**config.mk**
```make
export PLATFORM = sky130hd
export DESIGN_NAME = alu16_seq
export DESIGN_NICKNAME = d
export VERILOG_FILES = /design/src/rtl/alu16_seq.sv
export SDC_FILE = /design/constraint.sdc
export NUM_CORES = 1
export LEC_CHECK = 0
export CAP_MARGIN = 20
export CELL_PAD_IN_SITES_DETAIL_PLACEMENT = 1
export CELL_PAD_IN_SITES_GLOBAL_PLACEMENT = 2
export CORE_MARGIN = 2
export CORE_UTILIZATION = 33
export CTS_BUF_LIST = sky130_fd_sc_hd__clkbuf_16
export CTS_CLUSTER_SIZE = 12
export DETAILED_ROUTE_END_ITERATION = 12
export PLACE_DENSITY_LB_ADDON = 0.15
export SLEW_MARGIN = 20
export SYNTH_ARGS = -nofsm -noshare
export SYNTH_HDL_FRONTEND = slang
export SYNTH_SLANG_ARGS = --single-unit
```
**constraint.sdc**
```tcl
create_clock -name clk -period 5.1 [get_ports clk]
set_input_delay 0.765 -clock clk [delete_from_list [all_inputs] [get_ports clk]]
set_output_delay 0.765 -clock clk [all_outputs]
set_load 0.02 [all_outputs]
```
**src/rtl/alu16_seq.sv**
```systemverilog
`timescale 1ns/1ps
// alu16_seq: 16-bit 74181-style ALU run as four 4-bit slices, LSB first, one per clock.
// Ports: clk, rst_n (async, active-low); in_valid/in_ready + a, b, s, m, cin request;
//   out_valid/out_ready + f, cout, zero result. Define ALU16_SEQ_OVF_FLAG_EN to add ovf.

module sum (
  input  logic [3:0] E,
  input  logic [3:0] D,
  input  logic       M,
  input  logic [3:0] C,
  output logic [3:0] F
);
  // D is always a subset of E, so E^D is the half-sum.
  // Logic mode yields the complemented half-sum.
  assign F = M ? ~(E ^ D) : (E ^ D ^ C);
endmodule

module alu16_seq (
  input  logic        clk,
  input  logic        rst_n,
  input  logic        in_valid,
  output logic        in_ready,
  input  logic [15:0] a,
  input  logic [15:0] b,
  input  logic [3:0]  s,
  input  logic        m,
  input  logic        cin,
  output logic        out_valid,
  input  logic        out_ready,
  output logic [15:0] f,
  output logic        cout,
  output logic        zero
`ifdef ALU16_SEQ_OVF_FLAG_EN
  ,
  output logic        ovf
`endif
);

  typedef enum logic [1:0] {
    IDLE = 2'd0,
    RUN  = 2'd1,
    DONE = 2'd2
  } state_t;

  state_t      state_q, state_d;
  logic [1:0]  cnt_q, cnt_d;
  logic        carry_q, carry_d;
  logic [15:0] a_q, a_d;
  logic [15:0] b_q, b_d;
  logic [3:0]  s_q, s_d;
  logic        m_q, m_d;
  logic [15:0] f_q, f_d;
  logic        cout_q, cout_d;
`ifdef ALU16_SEQ_OVF_FLAG_EN
  logic        ovf_q, ovf_d;
`endif

  logic [3:0] a_sl, b_sl, p, g, sl_f;
  logic [4:0] c;

  always_comb begin
    a_sl = a_q[{cnt_q, 2'b00} +: 4];
    b_sl = b_q[{cnt_q, 2'b00} +: 4];
    p = a_sl | (b_sl & {4{s_q[0]}})
      | (~b_sl & {4{s_q[1]}});
    g = (a_sl & b_sl & {4{s_q[3]}})
      | (a_sl & ~b_sl & {4{s_q[2]}});
    c    = 5'b0;
    c[0] = carry_q;
    for (int k = 0; k < 4; k++) begin
      c[k+1] = g[k] | (p[k] & c[k]);
    end
  end

  sum u_sum (
    .E (p),
    .D (g),
    .M (m_q),
    .C (c[3:0]),
    .F (sl_f)
  );

  always_comb begin
    state_d = state_q;
    cnt_d   = cnt_q;
    carry_d = carry_q;
    a_d     = a_q;
    b_d     = b_q;
    s_d     = s_q;
    m_d     = m_q;
    f_d     = f_q;
    cout_d  = cout_q;
`ifdef ALU16_SEQ_OVF_FLAG_EN
    ovf_d   = ovf_q;
`endif
    unique case (state_q)
      IDLE: begin
        if (in_valid) begin
          a_d     = a;
          b_d     = b;
          s_d     = s;
          m_d     = m;
          carry_d = cin & ~m;
          cnt_d   = 2'd0;
          state_d = RUN;
        end
      end
      RUN: begin
        f_d[{cnt_q, 2'b00} +: 4] = sl_f;
        carry_d = c[4] & ~m_q;
        cnt_d   = cnt_q + 2'd1;
        if (cnt_q == 2'd3) begin
          cout_d  = c[4] & ~m_q;
`ifdef ALU16_SEQ_OVF_FLAG_EN
          ovf_d   = (c[3] ^ c[4]) & ~m_q;
`endif
          state_d = DONE;
        end
      end
      DONE: begin
        if (out_ready) state_d = IDLE;
      end
      default: state_d = IDLE;
    endcase
  end

  always_ff @(posedge clk or negedge rst_n) begin
    if (!rst_n) begin
      state_q <= IDLE;
      cnt_q   <= 2'd0;
      carry_q <= 1'b0;
      a_q     <= 16'h0;
      b_q     <= 16'h0;
      s_q     <= 4'h0;
      m_q     <= 1'b0;
      f_q     <= 16'h0;
      cout_q  <= 1'b0;
`ifdef ALU16_SEQ_OVF_FLAG_EN
      ovf_q   <= 1'b0;
`endif
    end else begin
      state_q <= state_d;
      cnt_q   <= cnt_d;
      carry_q <= carry_d;
      a_q     <= a_d;
      b_q     <= b_d;
      s_q     <= s_d;
      m_q     <= m_d;
      f_q     <= f_d;
      cout_q  <= cout_d;
`ifdef ALU16_SEQ_OVF_FLAG_EN
      ovf_q   <= ovf_d;
`endif
    end
  end

  assign in_ready  = (state_q == IDLE);
  assign out_valid = (state_q == DONE);
  assign f         = f_q;
  assign cout      = cout_q;
  assign zero      = (f_q == 16'h0);
`ifdef ALU16_SEQ_OVF_FLAG_EN
  assign ovf       = ovf_q;
`endif

endmodule

```
==> qor.yml, run 1 <==
p_per_area_nw_per_um2: 712
reg2reg_depth: 6
yosysTopAreaCell: "dfrtp_1"
critPathMaxFanout: 16
cp.required_ps: 5340
slew_headroom: 0.490
cts_tree: "done"
cts_sinks: 59
skew_ps: 5.06
synth_compound_area_frac: 0.0811
yosysUniqueCellTypes: 43
io_buffers: 61
synth_xor_area_frac: 0.00892
wl_um: 7720
seq_area_frac_synth: 0.501
place_area_um2: 3660
yosys.area_share.adder: 0.0255
initial_core_util: 0.340
synthCells: 318
grt_usage: 0.164
fmax_mhz: 331
hold_buffers: 0
antenna_cells: 0
cts_max_level: 3
areaGrowthSynthToFinish_pct: 34.7
place_hpwl_um: 5410
drv_cap: 0
avgRoutedWirePerCell_um: 15.6
start_kind: "flip-flop"
synth_top_area_share: 0.501
cts_made_buffers: 9
antenna_found_initial: 0
drt_iter0_drc: 72
drv_slew: 0
cts_setup_buffers: 0
finalSetupViolCount: 0
hold_viol: 0
synthTopCellsByArea: "dfrtp_1 (50%), nand2_1 (17%), mux4_1 (5.4%), o21ai_0 (3.4%), ha_1 (2.5%)"
cts_buffer_depth: 2
die_y_um: 98.5
synth_nets: 366
clock_latency_ps: 320
hp-start: "b_q[14]"
crit_arrival_ps: 3250
yosys_warnings: 0
remaining_drc_errors: 0
dr.pass1.iters: 4
muxShareOfSynthArea: 0.0960
status: "finished, final reports clean"
syn_area_um2: 2950
grt_start_max_net_pins: 60
n_fill_cell: 1008
cts.clk_slew.worst_paths_ps: 50
yosys-top-cells-count: "nand2_1 (133), dfrtp_1 (59), o21ai_0 (20), inv_1 (12)"
grt_pass1_vias: 2538
design_area_um2: 3970
ys.flop_type: "dfrtp_1"
drive_gt1_frac: 0.0594
ys_ff_latch: 59
synth_most_common_cell: "nand2_1"
coreArea_um2: 8680
total_power_mw: 2.82
reg2reg_slack_ps: 2080
grt_overflow_total: 0
setup_tns_ps: 0
worstMarginPinSlew_ps: 765
synth_top_family_by_area: "simple AND/OR/NAND/NOR gates"
min_period_over_period: 0.592
grt_pass1_wl_um: 12700
cts_resized: 0
vias: 2452
vias_per_cell: 4.95
ant_nets: 0
min_period_ps: 3020
cts_root_buffer: "clkbuf_16"
r2r-start: "cnt_q[0]"
synth-edff-count: 0
r2r-end: "carry_q"
ir_worst_vdd_v: 0.000229
cp-end-kind: "flip-flop"
die_area_um2: 9700
synth.avg_cell_area_um2: 9.27
async_flop_share: 1.00
place_congestion: 0.913
whs_endpoint: "b_q[14]"
num_io_pins: 62
rsz0062_at_grt: "no"
fin_nets: 430
crit_type: "flip-flop to flip-flop"
die_w_um: 98.5
min_path_cells: 2
min_path_type: "flip-flop to flip-flop"
synth-simple-area-share: 0.255
cellLeakagePower_nw: 1.89
rows: 34
## registers in the layout, summed over array words and instances (netlist names)
| signal | flops |
|---|---|
| carry_q | 1 |
| f | 16 |
| cnt_q | 2 |
| s_q | 4 |
| m_q | 1 |
| b_q | 16 |
| state_q | 2 |
| a_q | 16 |
| cout | 1 |
## cell type report
type | count | area (µm²) | area share
flip-flops and latches | 59 | 1480 | 0.372
repair buffers | 64 | 628 | 0.158
clock buffers | 9 | 225 | 0.0567
multi-input cells | 236 | 1380 | 0.346
clock inverters | 7 | 83.8 | 0.0211
well taps | 108 | 135 | 0.0340
inverters | 12 | 45.0 | 0.0113
## logic make-up after synthesis
logic type / count (synthesis)
AOI/OAI and AO/OA: 38
and+or+nand+nor: 174
xor gates and xnor gates: 3
muxes: 15
DFF: 59
buffers and inverters: 23
adders and majority gates: 6
## critical path: stages, from the launching register on
cell and delay, ps:
dfrtp_1 810, mux4_1 700, mux2i_1 170, a21o_1 220, a311oi_2 570, o21ai_0 250, a21oi_1 210
## cells in the final DEF (no fill, tap or decap), drive strengths merged, types with 2 or more instances in the layout
master         synthesis  routed
nand2                133     133
nor2                   4       4
clkinv                 0       3
a22o                   2       2
nand3                  8       8
buf                    3       4
mux4                   8       8
mux2i                  5       5
nand2b                 7       7
bufinv                 0       2
nor2b                  2       2
dfrtp                 59      59
inv                   12      13
nor4                   4       4
ha                     6       6
a311oi                 2       2
clkbuf                 8       9
or4                    5       5
mux2                   2       2
clkdlybuf4s50          0      60
o21ai                 21      21
a22oi                  3       3
or3                    2       2
xnor2                  2       2
nand3b                 2       2
and2                   2       2
a21oi                  3       3
## metrics by stage
stage                      util  setup slack [ps]  std cells  hold WS [ps]
after floorplan               -              2680        318           437
after global placement    0.422              2220        479           452
after detailed placement  0.422              2120        479           459
after CTS                 0.457              2070        495           472
after global routing      0.457              1790        495           498
final                     0.457              2080        495           469
## power by group
group	switching, mW	internal, mW	total (mW)
Combinational	0.768	0.569	1.34
Sequential	0.188	0.673	0.861
Clock	0.205	0.421	0.626
## metal layers
metal	vias up	share of wire	global-route usage
met2	43	0.47	0.268
met3	11	0.034	0.0312
met4	0	0.014	0.0537
li1	1201	-	-
met5	-	0	0
met1	1197	0.48	0.220
## how the worst max path moves through the flow
stage             start       to  slack (ps)  cells after the start
2_1_floorplan  cnt_q[0]    f[11]        2680                      6
3_3_place_gp   cnt_q[0]  carry_q        2220                      6
3_5_place_dp   cnt_q[0]  carry_q        2120                      6
4_1_cts        cnt_q[0]  carry_q        2070                      6
5_1_grt        cnt_q[0]  carry_q        1790                      6
6_report       cnt_q[0]  carry_q        2080                      6
No activity file was read; power rests on OpenSTA's default activity.
==> inputs of run 2 (changes only) <==
Settings changed: CORE_UTILIZATION 33 to 28.
Clock period 5.1 ns to 2.6 ns, I/O delays scaled along.
==> qor.yml, run 2 (synthesis gave the netlist of run 1 again) <==
status: "finished, final reports clean"
crit_slowest_cell: "mux4_2"
die_y_um: 107
slew_headroom: 0.651
critPathMaxFanout: 9
cts_buffer_depth: 2
skew_ps: 5.13
fin_nets: 440
multi_input_area_um2: 1390
p_per_area_nw_per_um2: 1430
cp-end-kind: "flip-flop"
layout_common_cells: "nand2_1 (133), clkdlybuf4s50_1 (60), dfrtp_1 (59), o21ai_0 (20), inv_1 (13)"
vias: 2473
grt_start_max_net_pins: 36
remaining_drc_errors: 0
grt_pass1_wl_um: 13800
finalSetupViolCount: 0
clock_latency_ps: 330
hold_viol: 0
wl_um: 8400
initial_core_util: 0.287
place_hpwl_um: 6360
setup_ws_ps: 134
cellLeakagePower_nw: 1.94
hold_buffers: 0
drive_gt1_frac: 0.0882
io_buffers: 61
cts.clk_slew.worst_paths_ps: 50
grt_usage: 0.158
avgRoutedWirePerCell_um: 15.8
crit_path_max_incr_delay_ps: 580
crit_top_cell: "mux2_4"
dr.pass1.iters: 4
cp.required_ps: 2860
n_fill_cell: 1208
layout_commonest_cell: "nand2_1"
cp_cell_sequence: "buf_4 > mux4_2 > mux2_4 > mux2_4 > or4_1 > nand3_1"
cp_top_family: "multiplexers"
antenna_cells: 0
cts_setup_buffers: 0
worstMarginPinSlew_ps: 524
crit_arrival_ps: 2720
die_w_um: 107
grt_pass1_vias: 2693
rows: 37
drv_slew: 0
ir_worst_vdd_v: 0.000454
coreArea_um2: 10300
place_congestion: 0.806
grt_overflow_total: 0
cts_made_buffers: 9
drt_iter0_drc: 75
drv_cap: 0
crit_buf_inv: 1
min_path_type: "input pin to asynchronous set/reset pin"
cts_sinks: 59
die_area_um2: 11400
fmax_mhz: 406
cts_tree: "done"
crit_type: "flip-flop to flip-flop"
setup_tns_ps: 0
start_kind: "flip-flop"
areaGrowthSynthToFinish_pct: 39.3
fin_hold_ws_ps: 41.0
vias_per_cell: 4.64
cts_root_buffer: "clkbuf_16"
regArea_um2: 1480
min_period_ps: 2470
antenna_found_initial: 0
num_io_pins: 62
rsz0062_at_grt: "no"
dpl_worst_slack_ps: 61.8
cts_max_level: 3
ant_nets: 0
min_period_over_period: 0.948
## run 2: worst paths after layout
check,endpoint,startpoint,slack (ps),cells past startpoint
max,f[7],cnt_q[0],130,6
min,f[11],rst_n,40,1
max reg2reg,f[7],cnt_q[0],130,6
min reg2reg,a_q[8],a_q[8],470,2
max in group asynchronous,a_q[3],rst_n,1880,2
min in group clk,a_q[8],a_q[8],470,2
## run 2: area by class of cell
| type | instances | area share |
|---|---|---|
| sequential | 59 | 0.360 |
| multi-input combinational | 236 | 0.338 |
| timing repair buffer | 74 | 0.174 |
| clock buffer | 9 | 0.0549 |
| tap | 136 | 0.0415 |
| clock inverter | 7 | 0.0204 |
| inverter | 12 | 0.0110 |
## run 2: power breakdown
part	switching (mW)	internal [mW]	total [mW]
Sequential	0.333	1.32	1.65
Combinational	1.65	1.31	2.96
Clock	0.412	0.826	1.24
## run 2: metrics by stage
step           power (mW)  cells  instance area, µm²   util
2_1_floorplan        3.39    318                2950      -
3_5_place_dp         4.61    517                3780  0.368
3_3_place_gp         4.53    517                3780  0.368
6_report             5.86    533                4110  0.399
4_1_cts              5.88    533                4090  0.398
5_1_grt              6.33    533                4110  0.399
## run 2: per-layer routing
metal,GRT usage,up-vias,share of wire
met2,0.254,58,0.48
met1,0.210,1184,0.47
met4,0.0594,0,0.019
met5,0,-,0
met3,0.0347,12,0.036
li1,-,1219,-
## run 2: worst register-to-register path: cells and delay by family (launching register included)
kind                   cells  cell delay (ps)
multiplexers               3             1200
AND/OR/NAND/NOR            2              600
flip-flops                 1              410
buffers and inverters      1              190
## run 2: repair_timing
item                                   in CTS  in global routing
resized for setup                           0                  3
endpoints found under the hold margin       0                  0
setup endpoints to repair                   0                  8
